--- config.mk ---
export PLATFORM = sky130hd
export DESIGN_NAME = data_mem_axi_master_flat
export DESIGN_NICKNAME = d
export VERILOG_FILES = /design/src/rtl/data_mem_axi_pkg.sv /design/src/rtl/axi_bus.sv /design/src/rtl/data_mem_axi_master.sv /design/src/flat_wrapper.sv
export SDC_FILE = /design/constraint.sdc
export NUM_CORES = 1
export LEC_CHECK = 0
export ABC_AREA = 1
export BUFFER_PORTS_ARGS = -buffer_cell sky130_fd_sc_hd__buf_2
export CORE_AREA = 2 2 130 132
export CTS_BUF_LIST = sky130_fd_sc_hd__clkbuf_2 sky130_fd_sc_hd__clkbuf_4 sky130_fd_sc_hd__clkbuf_8
export CTS_CLUSTER_SIZE = 12
export DETAILED_ROUTE_END_ITERATION = 12
export DIE_AREA = 0 0 132 134
export PLACE_DENSITY = 0.7
export SLEW_MARGIN = 10
export SYNTH_ARGS = -nofsm -noshare
export SYNTH_HDL_FRONTEND = slang
export SYNTH_SLANG_ARGS = --single-unit
--- constraint.sdc ---
create_clock -name clk -period 1.3 [get_ports clk]
set_clock_uncertainty 0.05 [all_clocks]
set_input_delay 0.39 -clock clk [delete_from_list [all_inputs] [get_ports clk]]
set_output_delay 0.39 -clock clk [all_outputs]
set_load 0.005 [all_outputs]
--- src/rtl/data_mem_axi_pkg.sv ---
// Shared types and AXI constants for the data-memory AXI master.
// Holds the FSM state encoding, response/burst codes and small decode helpers.
package data_mem_axi_pkg;

    typedef enum logic [2:0] {
        IDLE    = 3'd0,
        WR_REQ  = 3'd1,
        WR_RESP = 3'd2,
        RD_REQ  = 3'd3,
        RD_RESP = 3'd4
    } state_e;

    localparam logic [1:0] OKAY   = 2'b00;
    localparam logic [1:0] EXOKAY = 2'b01;
    localparam logic [1:0] SLVERR = 2'b10;
    localparam logic [1:0] DECERR = 2'b11;
    localparam logic [1:0] INCR   = 2'b01;

    // Bytes-per-beat encoding for the supported 32/64-bit data widths.
    function automatic logic [2:0] axi_size(input int unsigned data_width);
        if (data_width == 32'd64) begin
            axi_size = 3'd3;
        end else begin
            axi_size = 3'd2;
        end
    endfunction

    function automatic logic resp_is_error(input logic [1:0] resp);
        case (resp)
            OKAY:    resp_is_error = 1'b0;
            EXOKAY:  resp_is_error = 1'b0;
            SLVERR:  resp_is_error = 1'b1;
            DECERR:  resp_is_error = 1'b1;
            default: resp_is_error = 1'b1;
        endcase
    endfunction

endpackage

--- src/rtl/axi_bus.sv ---
// AXI4 bus bundle shared between the data-memory master and the slave memory.
interface AXI_BUS #(
    parameter int unsigned AXI_ADDR_WIDTH = 32,
    parameter int unsigned AXI_DATA_WIDTH = 32,
    parameter int unsigned AXI_ID_WIDTH   = 4,
    parameter int unsigned AXI_USER_WIDTH = 1
);
    localparam int unsigned AXI_STRB_WIDTH = AXI_DATA_WIDTH / 8;

    logic [AXI_ID_WIDTH-1:0]   aw_id;
    logic [AXI_ADDR_WIDTH-1:0] aw_addr;
    logic [7:0]                aw_len;
    logic [2:0]                aw_size;
    logic [1:0]                aw_burst;
    logic                      aw_lock;
    logic [3:0]                aw_cache;
    logic [2:0]                aw_prot;
    logic [3:0]                aw_qos;
    logic [3:0]                aw_region;
    logic [AXI_USER_WIDTH-1:0] aw_user;
    logic                      aw_valid;
    logic                      aw_ready;

    logic [AXI_DATA_WIDTH-1:0] w_data;
    logic [AXI_STRB_WIDTH-1:0] w_strb;
    logic                      w_last;
    logic [AXI_USER_WIDTH-1:0] w_user;
    logic                      w_valid;
    logic                      w_ready;

    logic [AXI_ID_WIDTH-1:0]   b_id;
    logic [1:0]                b_resp;
    logic [AXI_USER_WIDTH-1:0] b_user;
    logic                      b_valid;
    logic                      b_ready;

    logic [AXI_ID_WIDTH-1:0]   ar_id;
    logic [AXI_ADDR_WIDTH-1:0] ar_addr;
    logic [7:0]                ar_len;
    logic [2:0]                ar_size;
    logic [1:0]                ar_burst;
    logic                      ar_lock;
    logic [3:0]                ar_cache;
    logic [2:0]                ar_prot;
    logic [3:0]                ar_qos;
    logic [3:0]                ar_region;
    logic [AXI_USER_WIDTH-1:0] ar_user;
    logic                      ar_valid;
    logic                      ar_ready;

    logic [AXI_ID_WIDTH-1:0]   r_id;
    logic [AXI_DATA_WIDTH-1:0] r_data;
    logic [1:0]                r_resp;
    logic                      r_last;
    logic [AXI_USER_WIDTH-1:0] r_user;
    logic                      r_valid;
    logic                      r_ready;

    modport Master (
        output aw_id, aw_addr, aw_len, aw_size, aw_burst, aw_lock, aw_cache, aw_prot,
               aw_qos, aw_region, aw_user, aw_valid,
        input  aw_ready,
        output w_data, w_strb, w_last, w_user, w_valid,
        input  w_ready,
        input  b_id, b_resp, b_user, b_valid,
        output b_ready,
        output ar_id, ar_addr, ar_len, ar_size, ar_burst, ar_lock, ar_cache, ar_prot,
               ar_qos, ar_region, ar_user, ar_valid,
        input  ar_ready,
        input  r_id, r_data, r_resp, r_last, r_user, r_valid,
        output r_ready
    );

    modport Slave (
        input  aw_id, aw_addr, aw_len, aw_size, aw_burst, aw_lock, aw_cache, aw_prot,
               aw_qos, aw_region, aw_user, aw_valid,
        output aw_ready,
        input  w_data, w_strb, w_last, w_user, w_valid,
        output w_ready,
        output b_id, b_resp, b_user, b_valid,
        input  b_ready,
        input  ar_id, ar_addr, ar_len, ar_size, ar_burst, ar_lock, ar_cache, ar_prot,
               ar_qos, ar_region, ar_user, ar_valid,
        output ar_ready,
        output r_id, r_data, r_resp, r_last, r_user, r_valid,
        input  r_ready
    );

endinterface

--- src/rtl/data_mem_axi_master.sv ---
// Single-outstanding bridge from the core data-memory request port to AXI4.
// Each granted request becomes one single-beat AXI read or write; completion is a one-cycle rvalid_o pulse.
module data_mem_axi_master
    import data_mem_axi_pkg::*;
#(
    parameter int unsigned AXI_ADDR_WIDTH      = 32,
    parameter int unsigned AXI_DATA_WIDTH      = 32,
    parameter int unsigned AXI_ID_MASTER_WIDTH = 4,
    parameter int unsigned AXI_USER_WIDTH      = 1,
    parameter logic [AXI_ID_MASTER_WIDTH-1:0] AXI_ID = {AXI_ID_MASTER_WIDTH{1'b0}}
) (
    input  logic                        clk,
    input  logic                        rst,
    input  logic                        req_i,
    output logic                        gnt_o,
    input  logic [AXI_ADDR_WIDTH-1:0]   addr_i,
    input  logic                        we_i,
    input  logic [AXI_DATA_WIDTH/8-1:0] be_i,
    input  logic [AXI_DATA_WIDTH-1:0]   wdata_i,
    output logic                        rvalid_o,
    output logic [AXI_DATA_WIDTH-1:0]   rdata_o,
    output logic                        err_o,
    AXI_BUS.Master                      master
);

    localparam int unsigned STRB_WIDTH = AXI_DATA_WIDTH / 8;
    localparam logic [2:0]  AXI_SIZE   = axi_size(AXI_DATA_WIDTH);

    state_e state_r;
    state_e state_next_s;

    logic [AXI_ADDR_WIDTH-1:0] addr_r;
    logic [STRB_WIDTH-1:0]     be_r;
    logic [AXI_DATA_WIDTH-1:0] wdata_r;
    logic [AXI_DATA_WIDTH-1:0] rdata_r;
    logic                      aw_valid_r;
    logic                      w_valid_r;
    logic                      ar_valid_r;
    logic                      rvalid_r;
    logic                      err_r;

    logic gnt_s;
    logic aw_hs_s;
    logic w_hs_s;
    logic ar_hs_s;
    logic b_hs_s;
    logic r_hs_s;
    logic b_ready_s;
    logic r_ready_s;
    logic aw_done_s;
    logic w_done_s;
    logic unused_s;

    assign b_ready_s = (state_r == WR_RESP);
    assign r_ready_s = (state_r == RD_RESP);
    assign aw_hs_s   = aw_valid_r & master.aw_ready;
    assign w_hs_s    = w_valid_r & master.w_ready;
    assign ar_hs_s   = ar_valid_r & master.ar_ready;
    assign b_hs_s    = b_ready_s & master.b_valid;
    assign r_hs_s    = r_ready_s & master.r_valid;

    // A write channel is finished once its valid is gone or is being accepted now.
    assign aw_done_s = ~aw_valid_r | master.aw_ready;
    assign w_done_s  = ~w_valid_r | master.w_ready;

    // FSM state register
    always_ff @(posedge clk) begin
        if (rst) begin
            state_r <= IDLE;
        end else begin
            state_r <= state_next_s;
        end
    end

    // Next-state decode and grant
    always_comb begin
        state_next_s = state_r;
        gnt_s        = 1'b0;
        case (state_r)
            IDLE: begin
                gnt_s = req_i;
                if (req_i) begin
                    if (we_i) begin
                        state_next_s = WR_REQ;
                    end else begin
                        state_next_s = RD_REQ;
                    end
                end else begin
                    state_next_s = IDLE;
                end
            end
            WR_REQ: begin
                if (aw_done_s && w_done_s) begin
                    state_next_s = WR_RESP;
                end else begin
                    state_next_s = WR_REQ;
                end
            end
            WR_RESP: begin
                if (master.b_valid) begin
                    state_next_s = IDLE;
                end else begin
                    state_next_s = WR_RESP;
                end
            end
            RD_REQ: begin
                if (master.ar_ready) begin
                    state_next_s = RD_RESP;
                end else begin
                    state_next_s = RD_REQ;
                end
            end
            RD_RESP: begin
                if (master.r_valid) begin
                    state_next_s = IDLE;
                end else begin
                    state_next_s = RD_RESP;
                end
            end
            default: begin
                state_next_s = IDLE;
            end
        endcase
    end

    // Request capture, per-channel valid tracking and completion reporting
    always_ff @(posedge clk) begin
        if (rst) begin
            addr_r     <= {AXI_ADDR_WIDTH{1'b0}};
            be_r       <= {STRB_WIDTH{1'b0}};
            wdata_r    <= {AXI_DATA_WIDTH{1'b0}};
            rdata_r    <= {AXI_DATA_WIDTH{1'b0}};
            aw_valid_r <= 1'b0;
            w_valid_r  <= 1'b0;
            ar_valid_r <= 1'b0;
            rvalid_r   <= 1'b0;
            err_r      <= 1'b0;
        end else begin
            if (gnt_s) begin
                addr_r     <= addr_i;
                be_r       <= be_i;
                wdata_r    <= wdata_i;
                aw_valid_r <= we_i;
                w_valid_r  <= we_i;
                ar_valid_r <= ~we_i;
            end else begin
                if (aw_hs_s) begin
                    aw_valid_r <= 1'b0;
                end
                if (w_hs_s) begin
                    w_valid_r <= 1'b0;
                end
                if (ar_hs_s) begin
                    ar_valid_r <= 1'b0;
                end
            end
            rvalid_r <= b_hs_s | r_hs_s;
            if (b_hs_s) begin
                err_r <= resp_is_error(master.b_resp);
            end else if (r_hs_s) begin
                err_r <= resp_is_error(master.r_resp);
            end else begin
                err_r <= 1'b0;
            end
            if (r_hs_s) begin
                rdata_r <= master.r_data;
            end
        end
    end

    assign gnt_o    = gnt_s;
    assign rvalid_o = rvalid_r;
    assign err_o    = err_r;
    assign rdata_o  = rdata_r;

    assign master.aw_id     = AXI_ID;
    assign master.aw_addr   = addr_r;
    assign master.aw_len    = 8'd0;
    assign master.aw_size   = AXI_SIZE;
    assign master.aw_burst  = INCR;
    assign master.aw_lock   = 1'b0;
    assign master.aw_cache  = 4'd0;
    assign master.aw_prot   = 3'd0;
    assign master.aw_qos    = 4'd0;
    assign master.aw_region = 4'd0;
    assign master.aw_user   = {AXI_USER_WIDTH{1'b0}};
    assign master.aw_valid  = aw_valid_r;

    assign master.w_data    = wdata_r;
    assign master.w_strb    = be_r;
    assign master.w_last    = 1'b1;
    assign master.w_user    = {AXI_USER_WIDTH{1'b0}};
    assign master.w_valid   = w_valid_r;

    assign master.b_ready   = b_ready_s;

    assign master.ar_id     = AXI_ID;
    assign master.ar_addr   = addr_r;
    assign master.ar_len    = 8'd0;
    assign master.ar_size   = AXI_SIZE;
    assign master.ar_burst  = INCR;
    assign master.ar_lock   = 1'b0;
    assign master.ar_cache  = 4'd0;
    assign master.ar_prot   = 3'd0;
    assign master.ar_qos    = 4'd0;
    assign master.ar_region = 4'd0;
    assign master.ar_user   = {AXI_USER_WIDTH{1'b0}};
    assign master.ar_valid  = ar_valid_r;

    assign master.r_ready   = r_ready_s;

    // Single-beat, single-ID traffic: IDs, last and user on responses carry no information.
    assign unused_s = ^{master.b_id, master.b_user, master.r_id, master.r_last, master.r_user};

endmodule

--- src/flat_wrapper.sv ---
// flat-port wrapper written by rule: the top's interface ports become plain ports
module data_mem_axi_master_flat import data_mem_axi_pkg::*;
#(
    parameter int unsigned AXI_ADDR_WIDTH      = 32,
    parameter int unsigned AXI_DATA_WIDTH      = 32,
    parameter int unsigned AXI_ID_MASTER_WIDTH = 4,
    parameter int unsigned AXI_USER_WIDTH      = 1,
    parameter logic [AXI_ID_MASTER_WIDTH-1:0] AXI_ID = {AXI_ID_MASTER_WIDTH{1'b0}}
)
  (clk, rst, req_i, gnt_o, addr_i, we_i, be_i, wdata_i, rvalid_o, rdata_o, err_o, master_aw_id, master_aw_addr, master_aw_len, master_aw_size, master_aw_burst, master_aw_lock, master_aw_cache, master_aw_prot, master_aw_qos, master_aw_region, master_aw_user, master_aw_valid, master_aw_ready, master_w_data, master_w_strb, master_w_last, master_w_user, master_w_valid, master_w_ready, master_b_id, master_b_resp, master_b_user, master_b_valid, master_b_ready, master_ar_id, master_ar_addr, master_ar_len, master_ar_size, master_ar_burst, master_ar_lock, master_ar_cache, master_ar_prot, master_ar_qos, master_ar_region, master_ar_user, master_ar_valid, master_ar_ready, master_r_id, master_r_data, master_r_resp, master_r_last, master_r_user, master_r_valid, master_r_ready);
  AXI_BUS #(.AXI_ADDR_WIDTH(AXI_ADDR_WIDTH), .AXI_DATA_WIDTH(AXI_DATA_WIDTH), .AXI_ID_WIDTH(4), .AXI_USER_WIDTH(AXI_USER_WIDTH)) master_i ();
  input  logic clk;
  input  logic rst;
  input  logic req_i;
  output logic gnt_o;
  input  logic [AXI_ADDR_WIDTH-1:0] addr_i;
  input  logic we_i;
  input  logic [AXI_DATA_WIDTH/8-1:0] be_i;
  input  logic [AXI_DATA_WIDTH-1:0] wdata_i;
  output logic rvalid_o;
  output logic [AXI_DATA_WIDTH-1:0] rdata_o;
  output logic err_o;
  output wire logic [$bits(master_i.aw_id)-1:0] master_aw_id;
  output wire logic [$bits(master_i.aw_addr)-1:0] master_aw_addr;
  output wire logic [$bits(master_i.aw_len)-1:0] master_aw_len;
  output wire logic [$bits(master_i.aw_size)-1:0] master_aw_size;
  output wire logic [$bits(master_i.aw_burst)-1:0] master_aw_burst;
  output wire logic [$bits(master_i.aw_lock)-1:0] master_aw_lock;
  output wire logic [$bits(master_i.aw_cache)-1:0] master_aw_cache;
  output wire logic [$bits(master_i.aw_prot)-1:0] master_aw_prot;
  output wire logic [$bits(master_i.aw_qos)-1:0] master_aw_qos;
  output wire logic [$bits(master_i.aw_region)-1:0] master_aw_region;
  output wire logic [$bits(master_i.aw_user)-1:0] master_aw_user;
  output wire logic [$bits(master_i.aw_valid)-1:0] master_aw_valid;
  input wire logic [$bits(master_i.aw_ready)-1:0] master_aw_ready;
  output wire logic [$bits(master_i.w_data)-1:0] master_w_data;
  output wire logic [$bits(master_i.w_strb)-1:0] master_w_strb;
  output wire logic [$bits(master_i.w_last)-1:0] master_w_last;
  output wire logic [$bits(master_i.w_user)-1:0] master_w_user;
  output wire logic [$bits(master_i.w_valid)-1:0] master_w_valid;
  input wire logic [$bits(master_i.w_ready)-1:0] master_w_ready;
  input wire logic [$bits(master_i.b_id)-1:0] master_b_id;
  input wire logic [$bits(master_i.b_resp)-1:0] master_b_resp;
  input wire logic [$bits(master_i.b_user)-1:0] master_b_user;
  input wire logic [$bits(master_i.b_valid)-1:0] master_b_valid;
  output wire logic [$bits(master_i.b_ready)-1:0] master_b_ready;
  output wire logic [$bits(master_i.ar_id)-1:0] master_ar_id;
  output wire logic [$bits(master_i.ar_addr)-1:0] master_ar_addr;
  output wire logic [$bits(master_i.ar_len)-1:0] master_ar_len;
  output wire logic [$bits(master_i.ar_size)-1:0] master_ar_size;
  output wire logic [$bits(master_i.ar_burst)-1:0] master_ar_burst;
  output wire logic [$bits(master_i.ar_lock)-1:0] master_ar_lock;
  output wire logic [$bits(master_i.ar_cache)-1:0] master_ar_cache;
  output wire logic [$bits(master_i.ar_prot)-1:0] master_ar_prot;
  output wire logic [$bits(master_i.ar_qos)-1:0] master_ar_qos;
  output wire logic [$bits(master_i.ar_region)-1:0] master_ar_region;
  output wire logic [$bits(master_i.ar_user)-1:0] master_ar_user;
  output wire logic [$bits(master_i.ar_valid)-1:0] master_ar_valid;
  input wire logic [$bits(master_i.ar_ready)-1:0] master_ar_ready;
  input wire logic [$bits(master_i.r_id)-1:0] master_r_id;
  input wire logic [$bits(master_i.r_data)-1:0] master_r_data;
  input wire logic [$bits(master_i.r_resp)-1:0] master_r_resp;
  input wire logic [$bits(master_i.r_last)-1:0] master_r_last;
  input wire logic [$bits(master_i.r_user)-1:0] master_r_user;
  input wire logic [$bits(master_i.r_valid)-1:0] master_r_valid;
  output wire logic [$bits(master_i.r_ready)-1:0] master_r_ready;
  assign master_aw_id = master_i.aw_id;
  assign master_aw_addr = master_i.aw_addr;
  assign master_aw_len = master_i.aw_len;
  assign master_aw_size = master_i.aw_size;
  assign master_aw_burst = master_i.aw_burst;
  assign master_aw_lock = master_i.aw_lock;
  assign master_aw_cache = master_i.aw_cache;
  assign master_aw_prot = master_i.aw_prot;
  assign master_aw_qos = master_i.aw_qos;
  assign master_aw_region = master_i.aw_region;
  assign master_aw_user = master_i.aw_user;
  assign master_aw_valid = master_i.aw_valid;
  assign master_i.aw_ready = master_aw_ready;
  assign master_w_data = master_i.w_data;
  assign master_w_strb = master_i.w_strb;
  assign master_w_last = master_i.w_last;
  assign master_w_user = master_i.w_user;
  assign master_w_valid = master_i.w_valid;
  assign master_i.w_ready = master_w_ready;
  assign master_i.b_id = master_b_id;
  assign master_i.b_resp = master_b_resp;
  assign master_i.b_user = master_b_user;
  assign master_i.b_valid = master_b_valid;
  assign master_b_ready = master_i.b_ready;
  assign master_ar_id = master_i.ar_id;
  assign master_ar_addr = master_i.ar_addr;
  assign master_ar_len = master_i.ar_len;
  assign master_ar_size = master_i.ar_size;
  assign master_ar_burst = master_i.ar_burst;
  assign master_ar_lock = master_i.ar_lock;
  assign master_ar_cache = master_i.ar_cache;
  assign master_ar_prot = master_i.ar_prot;
  assign master_ar_qos = master_i.ar_qos;
  assign master_ar_region = master_i.ar_region;
  assign master_ar_user = master_i.ar_user;
  assign master_ar_valid = master_i.ar_valid;
  assign master_i.ar_ready = master_ar_ready;
  assign master_i.r_id = master_r_id;
  assign master_i.r_data = master_r_data;
  assign master_i.r_resp = master_r_resp;
  assign master_i.r_last = master_r_last;
  assign master_i.r_user = master_r_user;
  assign master_i.r_valid = master_r_valid;
  assign master_r_ready = master_i.r_ready;
  data_mem_axi_master #(.AXI_ADDR_WIDTH(AXI_ADDR_WIDTH), .AXI_DATA_WIDTH(AXI_DATA_WIDTH), .AXI_ID_MASTER_WIDTH(AXI_ID_MASTER_WIDTH), .AXI_USER_WIDTH(AXI_USER_WIDTH), .AXI_ID(AXI_ID)) u_core (.clk(clk), .rst(rst), .req_i(req_i), .gnt_o(gnt_o), .addr_i(addr_i), .we_i(we_i), .be_i(be_i), .wdata_i(wdata_i), .rvalid_o(rvalid_o), .rdata_o(rdata_o), .err_o(err_o), .master(master_i));
endmodule
==> results of run 1 <==
state kept, by name, indices dropped and copies added, names as in the netlist:
register and flops:
u_core.master.ar_addr 32, u_core.master.w_data 32, u_core.state_r 3, u_core.master.aw_valid 1, u_core.master.ar_valid 1, u_core.err_o 1
u_core.master.w_strb 4, u_core.rdata_o 32, u_core.rvalid_o 1, u_core.master.w_valid 1
routing by layer:
metal,track usage [%],routed length [um]
met1,14.7,5180
met2,25.8,6690
met3,5.10,1200
met4,4.41,170
met5,0,13
area by class of cell:
class / count / area, um2
Sequential cell: 108 / 2310
Tap cell: 220 / 275
Multi-Input combinational cell: 406 / 1910
Inverter: 11 / 68.8
Clock inverter: 6 / 47.5
Clock buffer: 10 / 131
Fill cell: 1633 / 9480
Timing Repair Buffer: 290 / 2070
synth_stat cells:
cell type  count  area [um2]
o21a_1         1        7.51
buf_4        104         781
a21oi_1        7        35.0
o21ai_0       69         345
nand2_1       56         210
buf_8          2        30.0
nand3_4        1        17.5
buf_6         14         158
dfxtp_1      108        2160
nor2_1       140         526
clkbuf_1       7        26.3
nor2_2         1        6.26
buf_1          2        7.51
o22ai_1        1        6.26
inv_8          1        11.3
nand4_1        1        6.26
nor3_1         1        5.00
inv_1          9        33.8
nand2_2       19         119
nor2_4         3        33.8
conb_1         2        7.51
nand3_1        4        20.0
and2_1         1        6.26
inv_6          1        8.76
buf_12         1        20.0
buf_2          4        20.0
nand2_8        1        20.0
a21oi_2       30         263
what timing repair did:
| action | 4_1_cts | 5_1_grt |
|---|---|---|
| cloned | 2 | 1 |
| endpoints found under the setup margin | 187 | 216 |
| pin swaps | 2 | 3 |
| buffers inserted | 7 | 6 |
| gates resized for setup | 141 | 57 |
critical path, cell delays in order (launching register included):
cell and delay (ps):
dfxtp_4 380, nor2_4 150, nand2_8 80, inv_8 60, buf_6 80
logic make-up after synthesis:
group	Yosys count	share of synthesized area, %
AOI/OAI and AO/OA	108	13.4
other	2	0.154
and+or+nand+nor	228	19.8
buffers and inverters	145	22.4
DFF	108	44.2
metrics by stage:
step           cell area (um2)  total power (uW)  TNS [ps]  util, %
3_5_place_dp              5920              5230    -11560     36.3
4_1_cts                   6540              7480     -7430     40.2
3_3_place_gp              5920              5210    -10240     36.3
6_report                  6810              7490     -3390     41.8
2_1_floorplan             5160              4850     -9.44        -
5_1_grt                   6810              7950    -13730     41.8
power by group:
group	switching, uW	leakage [uW]	total (uW)	internal, uW
clock network	1210	0.0000907	1950	737
logic	818	0.00225	1740	920
registers	189	0.000929	3810	3620
final timing paths:
path	from	to	slack, ps	cells after the start
setup reg to reg	u_core.state_r[1]	u_core.master.w_data[9]	-130	7
setup / recovery	u_core.state_r[1]	gnt_o	-280	4
hold reg to reg	u_core.rdata_o[8]	u_core.rdata_o[8]	430	2
hold / removal	addr_i[26]	u_core.master.ar_addr[26]	180	3
==> flow_metrics.tcl, run 1 <==
set metrics [dict create \
    end_kind "output port" \
    dp_hpwl_um 9160 \
    drc 0 \
    core_area_um2 16300 \
    crit_fanout 4 \
    final_common_cell "buf_2" \
    die_h_um 134 \
    cts_tree "done" \
    period_minus_slack_ps 1580 \
    cp-start-kind "flip-flop" \
    io_buffer_count 250 \
    cts_htree_levels 3 \
    setup_ws_ps -276 \
    synth_seq_area_share_pct 44.2 \
    arrival_ps 1140 \
    clkLatencyLatePin_ps 370 \
    drive_gt1_share_pct 57.5 \
    vias 4278 \
    grt_start_max_net_pins 49 \
    die_area_um2 17700 \
    ys_ff_latch 108 \
    dpl.cell_count 1019 \
    via_per_inst 4.07 \
    first_iter_violations 117 \
    crit_type "flip-flop to output port" \
    clk_path_buf_depth 2 \
    grt_overflow 0 \
    io_pins 334 \
    outcome "complete, but fails checks" \
    grt_pass1_vias 3821 \
    cts_hold_buf 0 \
    grt_usage_pct 13.9 \
    post-route-period-util_pct 121 \
    fin_hold_ws_ps 183 \
    routed_wl_um 13200 \
    layout_common_cells "196 x buf_2, 139 x nor2_1, 103 x dfxtp_2, 70 x conb_1, 57 x buf_6" \
    grt_setup_unrepaired "yes" \
    violations "negative setup slack" \
    min_path_type "input port to flip-flop" \
    cts_buffers 9 \
    initial_core_util_pct 30.0 \
    die_width_um 132 \
    antenna_found_initial 1 \
    grt_pass1_wl_um 19500 \
    p_per_area_nw_per_um2 1100 \
    fin_cells 1051 \
    postSynthCellCount 591 \
    hold_viol_final 0 \
    gp_congestion 0.762 \
    peakVddDrop_mv 0.439 \
    areaGrowthSynthToFinish_pct 39.2 \
    antenna_cells 0 \
    rows 47 \
    preCtsSetupSlack_ps -207 \
    ys_warn_count 0 \
    synth_area_um2 4890 \
    leakage_uw 0.00327 \
    routedWlPerCell_um 12.6 \
    cts_root_buf "clkbuf_8" \
    clock.fmax_mhz 634 \
    critPathRequiredTime_ps 860 \
    synth_cell_type_count 28 \
    syn_avg_cell_area_um2 8.28 \
    dr.pass1.iters 4 \
    slew_viol_final 0 \
    drv_cap 0 \
    finalNetCount 950 \
    clock-sinks 108 \
    setup_viol 67 \
    clkTransAtPathRegs_ps 120 \
    ant_nets 0 \
]
No activity file was read; power rests on OpenSTA's default activity.
==> inputs of run 2 (changes only) <==
--- a/config.mk
+++ b/config.mk
@@ -7,6 +7,7 @@
 export LEC_CHECK = 0
 export ABC_AREA = 1
 export BUFFER_PORTS_ARGS = -buffer_cell sky130_fd_sc_hd__buf_2
+export CAP_MARGIN = 25
 export CORE_AREA = 2 2 130 132
 export CTS_BUF_LIST = sky130_fd_sc_hd__clkbuf_2 sky130_fd_sc_hd__clkbuf_4 sky130_fd_sc_hd__clkbuf_8
 export CTS_CLUSTER_SIZE = 12
==> constraint.sdc (replaced) <==
create_clock -name clk -period 1.3 [get_ports clk]
set_clock_uncertainty 0.05 [all_clocks]
set_input_delay 0.195 -clock clk [delete_from_list [all_inputs] [get_ports clk]]
set_output_delay 0.195 -clock clk [all_outputs]
set_load 0.005 [all_outputs]
==> flow_metrics.tcl, run 2 (synthesized netlist as in run 1, its figures left out) <==
set metrics [dict create \
    outcome "complete, but fails checks" \
    violations "negative setup slack" \
    reg2reg_to "u_core.master.ar_addr[28]" \
    peakVddDrop_mv 0.667 \
    vias 4591 \
    drv_cap 0 \
    post-route-period-util_pct 109 \
    rows 47 \
    grt_overflow 0 \
    highest_layer "met4" \
    areaGrowthSynthToFinish_pct 45.8 \
    initial_core_util_pct 30.0 \
    crit_end "gnt_o" \
    dr.pass1.iters 4 \
    drive_gt1_share_pct 40.1 \
    clock.fmax_mhz 705 \
    first_iter_violations 155 \
    grt_pass1_vias 4426 \
    end_kind "output port" \
    met2_length_um 7400 \
    grt_pass1_wl_um 22000 \
    layout_common_cells "248 x buf_2, 139 x nor2_1, 105 x dfxtp_1, 91 x dlygate4sd3_1, 70 x conb_1" \
    clk_path_buf_depth 2 \
    clock-sinks 108 \
    die_area_um2 17700 \
    r2r_setup_slack_ps -90 \
    drc 0 \
    crit_start "u_core.state_r[1]" \
    ant_nets 0 \
    p_per_area_nw_per_um2 1080 \
    critPathRequiredTime_ps 1050 \
    hold_viol_final 0 \
    routed_wl_um 14200 \
    leakage_uw 0.00347 \
    die_h_um 134 \
    clkTransAtPathRegs_ps 110 \
    final_common_cell "buf_2" \
    preCtsSetupSlack_ps 16.1 \
    multi_input_area_um2 1930 \
    setup_tns_ps -2780 \
    cts_root_buf "clkbuf_8" \
    antenna_found_initial 0 \
    hold_path_startpoint "wdata_i[10]" \
    grt_start_max_net_pins 48 \
    dp_hpwl_um 8890 \
    r2r-start "u_core.state_r[1]" \
    cts_htree_levels 3 \
    r2r_cells 6 \
    io_buffer_count 250 \
    grt_setup_unrepaired "yes" \
    setup_ws_ps -119 \
    core_area_um2 16300 \
    grt_usage_pct 15.6 \
    antenna_cells 0 \
    postLayoutCoreUtil_pct 43.8 \
    io_pins 334 \
    finalNetCount 1025 \
    via_per_inst 4.08 \
    gp_congestion 0.727 \
    setup_viol 67 \
    cts_buffers 9 \
    fill_cells 1603 \
    clkLatencyLatePin_ps 370 \
    crit_fanout 3 \
    slew_viol_final 0 \
    fin_hold_ws_ps 15.6 \
    crit_type "flip-flop to output port" \
    routedWlPerCell_um 12.6 \
    min_path_type "input port to flip-flop" \
    arrival_ps 1170 \
    cts_tree "done" \
    seq_area_um2 2170 \
    cp-start-kind "flip-flop" \
    die_width_um 132 \
    wl_met3_um 1030 \
    wl_met1_um 5570 \
    period_minus_slack_ps 1420 \
]
## run 2: routing by layer
metal / global-route usage [%] / vias to the layer above
li1: - / 2312
met1: 16.8 / 2070
met5: 0 / -
met2: 29.5 / 193
met3: 4.57 / 16
met4: 4.59 / 0
## run 2: final cells by class
class	count	area share [%]
timing repair buffer	364	34.5
sequential	108	30.5
multi-input combinational	406	27.1
tap	220	3.86
clock buffer	10	1.93
clock inverter	6	0.983
inverter	11	0.983
timing repair inverter	1	0.123
## run 2: worst min path at each step
stage	end	slack (ps)	cells past startpoint
finish	u_core.master.w_data[10]	20	3
global route	u_core.master.w_strb[0]	3	3
CTS	u_core.master.ar_addr[18]	0.1	3
detailed placement	u_core.master.w_data[22]	400	3
global placement	u_core.master.w_data[28]	390	3
floorplan	u_core.rdata_o[23]	280	2
## run 2: power breakdown
group / switching [uW] / total, uW / internal, uW
logic: 894 / 1810 / 917
clock network: 1230 / 2190 / 966
registers: 157 / 3730 / 3570
total: 2280 / 7730 / 5450
## run 2: metrics by stage
| step | instance area (um2) | cells | power, uW |
|---|---|---|---|
| floorplan | 5150 | 659 | 4840 |
| global placement | 5870 | 1013 | 5230 |
| detailed placement | 5870 | 1013 | 5250 |
| CTS | 7070 | 1126 | 7790 |
| global route | 7130 | 1126 | 8220 |
| finish | 7130 | 1126 | 7730 |
## run 2: worst max-delay path, cell delays in order (launching register included)
cell     delay, ps
dfxtp_4        380
nor2_4         180
nand2_8         90
inv_16          60
buf_6           80
## run 2: repair_timing
item	in CTS	in global routing
endpoints found under the setup margin	14	90
buffers inserted	5	0
hold buffers	91	0
pin swaps	4	4
endpoints found under the hold margin	90	0
resized for setup	22	72
gates cloned	1	0
